<file path="config.mk">
export PLATFORM = sky130hd
export DESIGN_NAME = usb_tx_encoder
export DESIGN_NICKNAME = d
export VERILOG_FILES = /design/src/rtl/usb_tx_pkg.sv /design/src/rtl/usb_tx_bit_timer.sv /design/src/rtl/usb_tx_encoder.sv
export SDC_FILE = /design/constraint.sdc
export NUM_CORES = 1
export LEC_CHECK = 0
export BUFFER_PORTS_ARGS = -buffer_cell sky130_fd_sc_hd__buf_4
export CAP_MARGIN = 20
export CORE_ASPECT_RATIO = 1.25
export CORE_UTILIZATION = 45
export CTS_BUF_LIST = sky130_fd_sc_hd__clkbuf_4 sky130_fd_sc_hd__clkbuf_8
export CTS_CLUSTER_SIZE = 30
export DETAILED_ROUTE_END_ITERATION = 8
export GPL_TIMING_DRIVEN = 1
export SKIP_LAST_GASP = 1
export SYNTH_ARGS = -nofsm -noshare
export SYNTH_HDL_FRONTEND = slang
export SYNTH_HIERARCHICAL = 1
export SYNTH_SLANG_ARGS = --single-unit
</file>
<file path="constraint.sdc">
create_clock -name clk -period 3 [get_ports clk]
set_input_delay 0.15 -clock clk [delete_from_list [all_inputs] [get_ports clk]]
set_output_delay 0.15 -clock clk [all_outputs]
set_load 0.01 [all_outputs]
</file>
<file path="src/rtl/usb_tx_pkg.sv">
// Shared constants for the USB full-speed transmit bit engine.
// Optional feature macro: USB_TX_SYNC_GEN_EN (internal SYNC generation).
package usb_tx_pkg;

  localparam int unsigned TICK_PERIOD  = 24;
  localparam int unsigned STUFF_LEN    = 6;
  localparam int unsigned EOP_SE0_BITS = 2;
  localparam int unsigned TIMER_W      = 5;
  localparam int unsigned STATE_W      = 3;

  // Bit boundaries inside the 3-bit timer span
  localparam logic [TIMER_W-1:0] TICK_A = 5'd7;
  localparam logic [TIMER_W-1:0] TICK_B = 5'd15;
  localparam logic [TIMER_W-1:0] TICK_C = 5'd23;

  // Line levels as {dplus, dminus}
  localparam logic [1:0] LINE_J   = 2'b10;
  localparam logic [1:0] LINE_K   = 2'b01;
  localparam logic [1:0] LINE_SE0 = 2'b00;

  localparam logic [7:0] SYNC_BYTE = 8'h80;

  // State encoding
  localparam logic [STATE_W-1:0] ST_IDLE    = 3'd0;
  localparam logic [STATE_W-1:0] ST_SEND    = 3'd1;
  localparam logic [STATE_W-1:0] ST_STUFF   = 3'd2;
  localparam logic [STATE_W-1:0] ST_EOP_SE0 = 3'd3;
  localparam logic [STATE_W-1:0] ST_EOP_J   = 3'd4;

  // NRZI: a 0 toggles J<->K, a 1 holds the level
  function automatic logic [1:0] nrzi(input logic [1:0] line, input logic bit_val);
    if (bit_val) return line;
    return (line == LINE_J) ? LINE_K : LINE_J;
  endfunction

endpackage

</file>
<file path="src/rtl/usb_tx_bit_timer.sv">
// Free-running 0..23 bit timer; ticks at 7, 15 and 23 for 8 clocks per bit.
module usb_tx_bit_timer
  import usb_tx_pkg::*;
(
  input  logic clk,
  input  logic rst,
  input  logic clr,
  output logic bit_tick_c
);

  logic [TIMER_W-1:0] cnt_q, cnt_d;

  // Next count: wrap at the end of the span, clear on request
  always_comb begin
    cnt_d = cnt_q + 5'd1;
    if (clr || (cnt_q == 5'(TICK_PERIOD - 1))) cnt_d = '0;
  end

  // Counter register
  always_ff @(posedge clk or posedge rst) begin
    if (rst) cnt_q <= '0;
    else     cnt_q <= cnt_d;
  end

  assign bit_tick_c = (cnt_q == TICK_A) || (cnt_q == TICK_B) || (cnt_q == TICK_C);

endmodule

</file>
<file path="src/rtl/usb_tx_encoder.sv">
// USB full-speed TX bit engine: serialise LSB-first, bit stuff, NRZI, EOP.
// Optional feature macro: USB_TX_SYNC_GEN_EN (send SYNC from an internal constant).
module usb_tx_encoder
  import usb_tx_pkg::*;
(
  input  logic       clk,
  input  logic       rst,
  input  logic       tx_start,
  input  logic [7:0] tx_data,
  input  logic       tx_data_valid,
  output logic       tx_byte_req,
  output logic       tx_busy,
  output logic       tx_done,
  output logic       dplus_out,
  output logic       dminus_out
);

  logic [STATE_W-1:0] state_q, state_d;
  logic [7:0]         shreg_q, shreg_d;
  logic [2:0]         bit_idx_q, bit_idx_d;
  logic [2:0]         ones_q, ones_d;
  logic [1:0]         eop_cnt_q, eop_cnt_d;
  logic               more_q, more_d;
  logic [1:0]         line_q, line_d;
  logic               busy_q, busy_d;
  logic               done_q, done_d;
  logic               req_c;
  logic               bit_tick_c;
  logic               fetch_ok_c;
  logic               fetch_req_c;
  logic [7:0]         fetch_byte_c;
  logic               nbit_c;
  logic [2:0]         nxt_idx_c;
`ifdef USB_TX_SYNC_GEN_EN
  logic [7:0]         pend_q, pend_d;
  logic               sync_q, sync_d;
`endif

  usb_tx_bit_timer u_timer (
    .clk        (clk),
    .rst        (rst),
    .clr        (state_q == ST_IDLE),
    .bit_tick_c (bit_tick_c)
  );

  // Source of the byte that follows the current one
  always_comb begin
`ifdef USB_TX_SYNC_GEN_EN
    if (sync_q) begin
      fetch_ok_c   = 1'b1;
      fetch_req_c  = 1'b0;
      fetch_byte_c = pend_q;
    end else begin
      fetch_ok_c   = tx_data_valid;
      fetch_req_c  = tx_data_valid;
      fetch_byte_c = tx_data;
    end
`else
    fetch_ok_c   = tx_data_valid;
    fetch_req_c  = tx_data_valid;
    fetch_byte_c = tx_data;
`endif
  end

  // Next-state and datapath decode; everything advances on bit_tick
  always_comb begin
    state_d   = state_q;
    shreg_d   = shreg_q;
    bit_idx_d = bit_idx_q;
    ones_d    = ones_q;
    eop_cnt_d = eop_cnt_q;
    more_d    = more_q;
    line_d    = line_q;
    busy_d    = busy_q;
    done_d    = 1'b0;
    req_c     = 1'b0;
    nbit_c    = 1'b0;
    nxt_idx_c = bit_idx_q + 3'd1;
`ifdef USB_TX_SYNC_GEN_EN
    pend_d    = pend_q;
    sync_d    = sync_q;
`endif
    case (state_q)
      ST_IDLE: begin
        if (tx_start && tx_data_valid) begin
          req_c     = 1'b1;
          state_d   = ST_SEND;
          busy_d    = 1'b1;
          bit_idx_d = 3'd0;
`ifdef USB_TX_SYNC_GEN_EN
          shreg_d   = SYNC_BYTE;
          pend_d    = tx_data;
          sync_d    = 1'b1;
          nbit_c    = SYNC_BYTE[0];
`else
          shreg_d   = tx_data;
          nbit_c    = tx_data[0];
`endif
          line_d    = nrzi(LINE_J, nbit_c);
          ones_d    = 3'(nbit_c);
        end
      end
      ST_SEND: begin
        if (bit_tick_c) begin
          // Byte boundary: fetch even when a stuff bit comes first
          if (bit_idx_q == 3'd7) begin
            if (fetch_ok_c) begin
              req_c     = fetch_req_c;
              shreg_d   = fetch_byte_c;
              bit_idx_d = 3'd0;
`ifdef USB_TX_SYNC_GEN_EN
              sync_d    = 1'b0;
`endif
            end
          end else begin
            bit_idx_d = nxt_idx_c;
          end
          if (ones_q == 3'(STUFF_LEN)) begin
            state_d = ST_STUFF;
            line_d  = nrzi(line_q, 1'b0);
            ones_d  = 3'd0;
            more_d  = (bit_idx_q != 3'd7) || fetch_ok_c;
          end else if ((bit_idx_q != 3'd7) || fetch_ok_c) begin
            nbit_c = (bit_idx_q == 3'd7) ? fetch_byte_c[0] : shreg_q[nxt_idx_c];
            line_d = nrzi(line_q, nbit_c);
            ones_d = nbit_c ? (ones_q + 3'd1) : 3'd0;
          end else begin
            state_d   = ST_EOP_SE0;
            line_d    = LINE_SE0;
            eop_cnt_d = 2'd0;
          end
        end
      end
      ST_STUFF: begin
        if (bit_tick_c) begin
          if (more_q) begin
            nbit_c  = shreg_q[bit_idx_q];
            state_d = ST_SEND;
            line_d  = nrzi(line_q, nbit_c);
            ones_d  = nbit_c ? (ones_q + 3'd1) : 3'd0;
          end else begin
            state_d   = ST_EOP_SE0;
            line_d    = LINE_SE0;
            eop_cnt_d = 2'd0;
          end
        end
      end
      ST_EOP_SE0: begin
        if (bit_tick_c) begin
          if (eop_cnt_q == 2'(EOP_SE0_BITS - 1)) begin
            state_d = ST_EOP_J;
            line_d  = LINE_J;
          end else begin
            eop_cnt_d = eop_cnt_q + 2'd1;
          end
        end
      end
      ST_EOP_J: begin
        if (bit_tick_c) begin
          state_d = ST_IDLE;
          busy_d  = 1'b0;
          done_d  = 1'b1;
          line_d  = LINE_J;
        end
      end
      default: begin
        state_d = ST_IDLE;
        busy_d  = 1'b0;
        line_d  = LINE_J;
      end
    endcase
  end

  // State and datapath registers
  always_ff @(posedge clk or posedge rst) begin
    if (rst) begin
      state_q   <= ST_IDLE;
      shreg_q   <= '0;
      bit_idx_q <= '0;
      ones_q    <= '0;
      eop_cnt_q <= '0;
      more_q    <= 1'b0;
      line_q    <= LINE_J;
      busy_q    <= 1'b0;
      done_q    <= 1'b0;
`ifdef USB_TX_SYNC_GEN_EN
      pend_q    <= '0;
      sync_q    <= 1'b0;
`endif
    end else begin
      state_q   <= state_d;
      shreg_q   <= shreg_d;
      bit_idx_q <= bit_idx_d;
      ones_q    <= ones_d;
      eop_cnt_q <= eop_cnt_d;
      more_q    <= more_d;
      line_q    <= line_d;
      busy_q    <= busy_d;
      done_q    <= done_d;
`ifdef USB_TX_SYNC_GEN_EN
      pend_q    <= pend_d;
      sync_q    <= sync_d;
`endif
    end
  end

  // Byte request is a same-cycle handshake, held off while in reset
  assign tx_byte_req = req_c && !rst;
  assign tx_busy     = busy_q;
  assign tx_done     = done_q;
  assign dplus_out   = line_q[1];
  assign dminus_out  = line_q[0];

endmodule
</file>
==> flow_summary.json <==
{
  "status": "finished, violations left",
  "failed_checks": "DRC",
  "synth_edf_count": 0,
  "finalPower_mw": 1.687,
  "fin_worst_skew_ns": 0.004352,
  "period_minus_slack_ns": 2.551,
  "drc": 2,
  "max_freq_mhz": 392.0,
  "rows": 24,
  "rsz0062_at_grt": "false",
  "initial_core_util_pct": 47.92,
  "grt_use_total_pct": 19.95,
  "cp_max_fo": 10,
  "vias": 1319,
  "drive_above_1_share_pct": 25.00,
  "route.layer.met1.wl_um": 1508,
  "worst_pin_slew_ns": 0.6099,
  "layout_common_cells": "dfrtp_1, buf_4, nand2_1, nor2_1, o21ai_0",
  "arrival_ns": 2.75,
  "hold_class": "in -> reg",
  "drt_wl_total_um": 3488,
  "worst_setup_path_start_kind": "register",
  "maxCapViolCount": 0,
  "place.gp.congestion": 0.8379,
  "antenna_left": 0,
  "io_pins": 17,
  "drtPass1Iterations": 6,
  "cts_root_buf": "clkbuf_8",
  "p_per_area_nw_per_um2": 866.4,
  "syn-num-nets": 192,
  "synth_area_um2": 1698,
  "antenna_found_initial": 0,
  "grt_pass1_wl_um": 6251,
  "async_flop_share_pct": 100.0,
  "synth-seq-cells": 29,
  "clk_pin_slew_ns": 0.06,
  "synth.distinct_cells": 45,
  "cts.repair.resized": 0,
  "synth-seq-area-share_pct": 42.82,
  "critPathRequiredTime_ns": 3.20,
  "die_w_um": 56.94,
  "core_um2": 3543,
  "hold_viol": 0,
  "cp-end-kind": "register",
  "yosysWarnings": 6,
  "post_drt_via_cell_ratio": 5.710,
  "topRoutingLayerUsed": "met4",
  "syn_area_per_cell_um2": 9.871,
  "mostFrequentLayoutCell": "dfrtp_1",
  "irDropWorstVdd_mv": 0.4050,
  "dp_hpwl_um": 2608,
  "n_antenna_cell": 0,
  "syn2layout_area_growth_pct": 14.66,
  "wl_met3_um": 115,
  "fin_setup_tns_ns": 0,
  "cts_buffers": 5,
  "drt-initial-drc-count": 47,
  "dieArea_um2": 4024,
  "grt_pass1_vias": 1327,
  "wl_met2_um": 1825,
  "final_nets": 211,
  "leakage_nw": 0.9028,
  "syn_inst": 172,
  "clockBufferDepth": 2,
  "critPathKind": "reg -> reg",
  "die_height_um": 70.68,
  "grt_max_degree": 26,
  "slew_headroom_pct": 59.03,
  "io_buffers": 16,
  "period_share_pct": 85.04,
  "cts_tree": "yes",
  "routedWlPerCell_um": 15.10,
  "cts_sinks": 29,
  "grt_overflow": 0,
  "synthFlopType": "dfrtp_1",
  "clk_latency_ns": 0.28,
  "htree_levels": 2,
  "drv_slew": 0,
  "hold-worst-slack_ns": 0.1046,
  "setup_viol": 0
}
power by group:
| part | total (mW) | internal (mW) | switching (mW) |
|---|---|---|---|
| logic | 0.661 | 0.353 | 0.308 |
| registers | 0.692 | 0.531 | 0.161 |
| clock network | 0.333 | 0.192 | 0.142 |
registers in the layout (all words and copies together) (netlist names):
signal / count
bit_idx_q: 3
ones_q: 3
shreg_q: 8
eop_cnt_q: 2
u_timer/cnt_q: 5
tx_busy: 1
more_q: 1
tx_done: 1
state_q: 3
line_q: 2
cell families after synthesis:
logic type	synth area share, %
adders and majority gates	5.896
xor gates and xnor gates	1.032
and+or+nand+nor	16.65
buffers and inverters	4.569
AOI/OAI and AO/OA	15.40
DFF	42.82
muxes	13.63
cell usage after synthesis (2+ instances only):
cell      number  area (um^2)
dfrtp_1       28        700.7
nand2_1       16        60.06
nor2_1        12        45.04
o21ai_0       12        60.06
inv_1         11        41.29
mux2_2         9        101.4
ha_1           8        100.1
nor3_1         8        40.04
mux2i_1        7        70.07
nand3_1        7        35.03
a21oi_1        6        30.03
clkbuf_1       4        15.01
a21o_1         3        22.52
o31ai_1        3        22.52
and3_1         2        12.51
buf_2          2        10.01
mux4_2         2        45.04
nand2b_1       2        12.51
nor2b_1        2        12.51
nor4_1         2        12.51
or2_2          2        12.51
through the flow:
stage	cell area (um^2)	setup WS, ns	util, %	std cells
finish	1947	0.4488	54.94	231
global placement	1846	0.4718	52.08	222
CTS	1947	0.4331	54.94	231
global route	1947	0.2348	54.94	231
floorplan	1698	0.5461	-	172
detailed placement	1846	0.4516	52.08	222
worst max-delay path: stages, from the launching register on:
cell	delay, ns
dfrtp_1	0.52
ha_1	0.29
ha_1	0.32
mux4_2	0.52
a211oi_2	0.30
a221o_2	0.24
mux2_4	0.30
area by class of cell:
cell class              count  area, um^2
flip-flops and latches     29       726.9
fillers                   340        1597
clock buffers               8       91.34
well taps                  39       48.80
repair buffers             19       145.1
inverters                  11       41.29
multi-input cells         125       893.4
worst paths after layout:
| kind | startpoint | end | slack (ns) | depth (start not counted) |
|---|---|---|---|---|
| setup / recovery | bit_idx_q[0]$_DFFE_PP0P_ | line_q[1]$_DFFE_PP1P_ | 0.45 | 6 |
| hold / removal | tx_data[7] | shreg_q[7]$_DFFE_PP0P_ | 0.10 | 2 |
| setup reg to reg | bit_idx_q[0]$_DFFE_PP0P_ | line_q[1]$_DFFE_PP1P_ | 0.45 | 6 |
| hold reg to reg | u_timer/cnt_q[0]$_DFF_PP0_ | u_timer/cnt_q[0]$_DFF_PP0_ | 0.46 | 1 |
| max in group asynchronous | rst | line_q[1]$_DFFE_PP1P_ | 2.20 | 4 |
| min in group asynchronous | rst | u_timer/cnt_q[2]$_DFF_PP0_ | 0.34 | 3 |
metal layers:
layer,up-vias,GRT usage [%]
met1,626,24.91
met5,-,0
met2,28,34.51
met3,6,3.291
li1,659,-
met4,0,7.317
timing repair:
action                    CTS  global route
buffers inserted            0             0
hold buffers                1             0
hold endpoints to repair   28             0
Power figures use the tool's default switching activity.
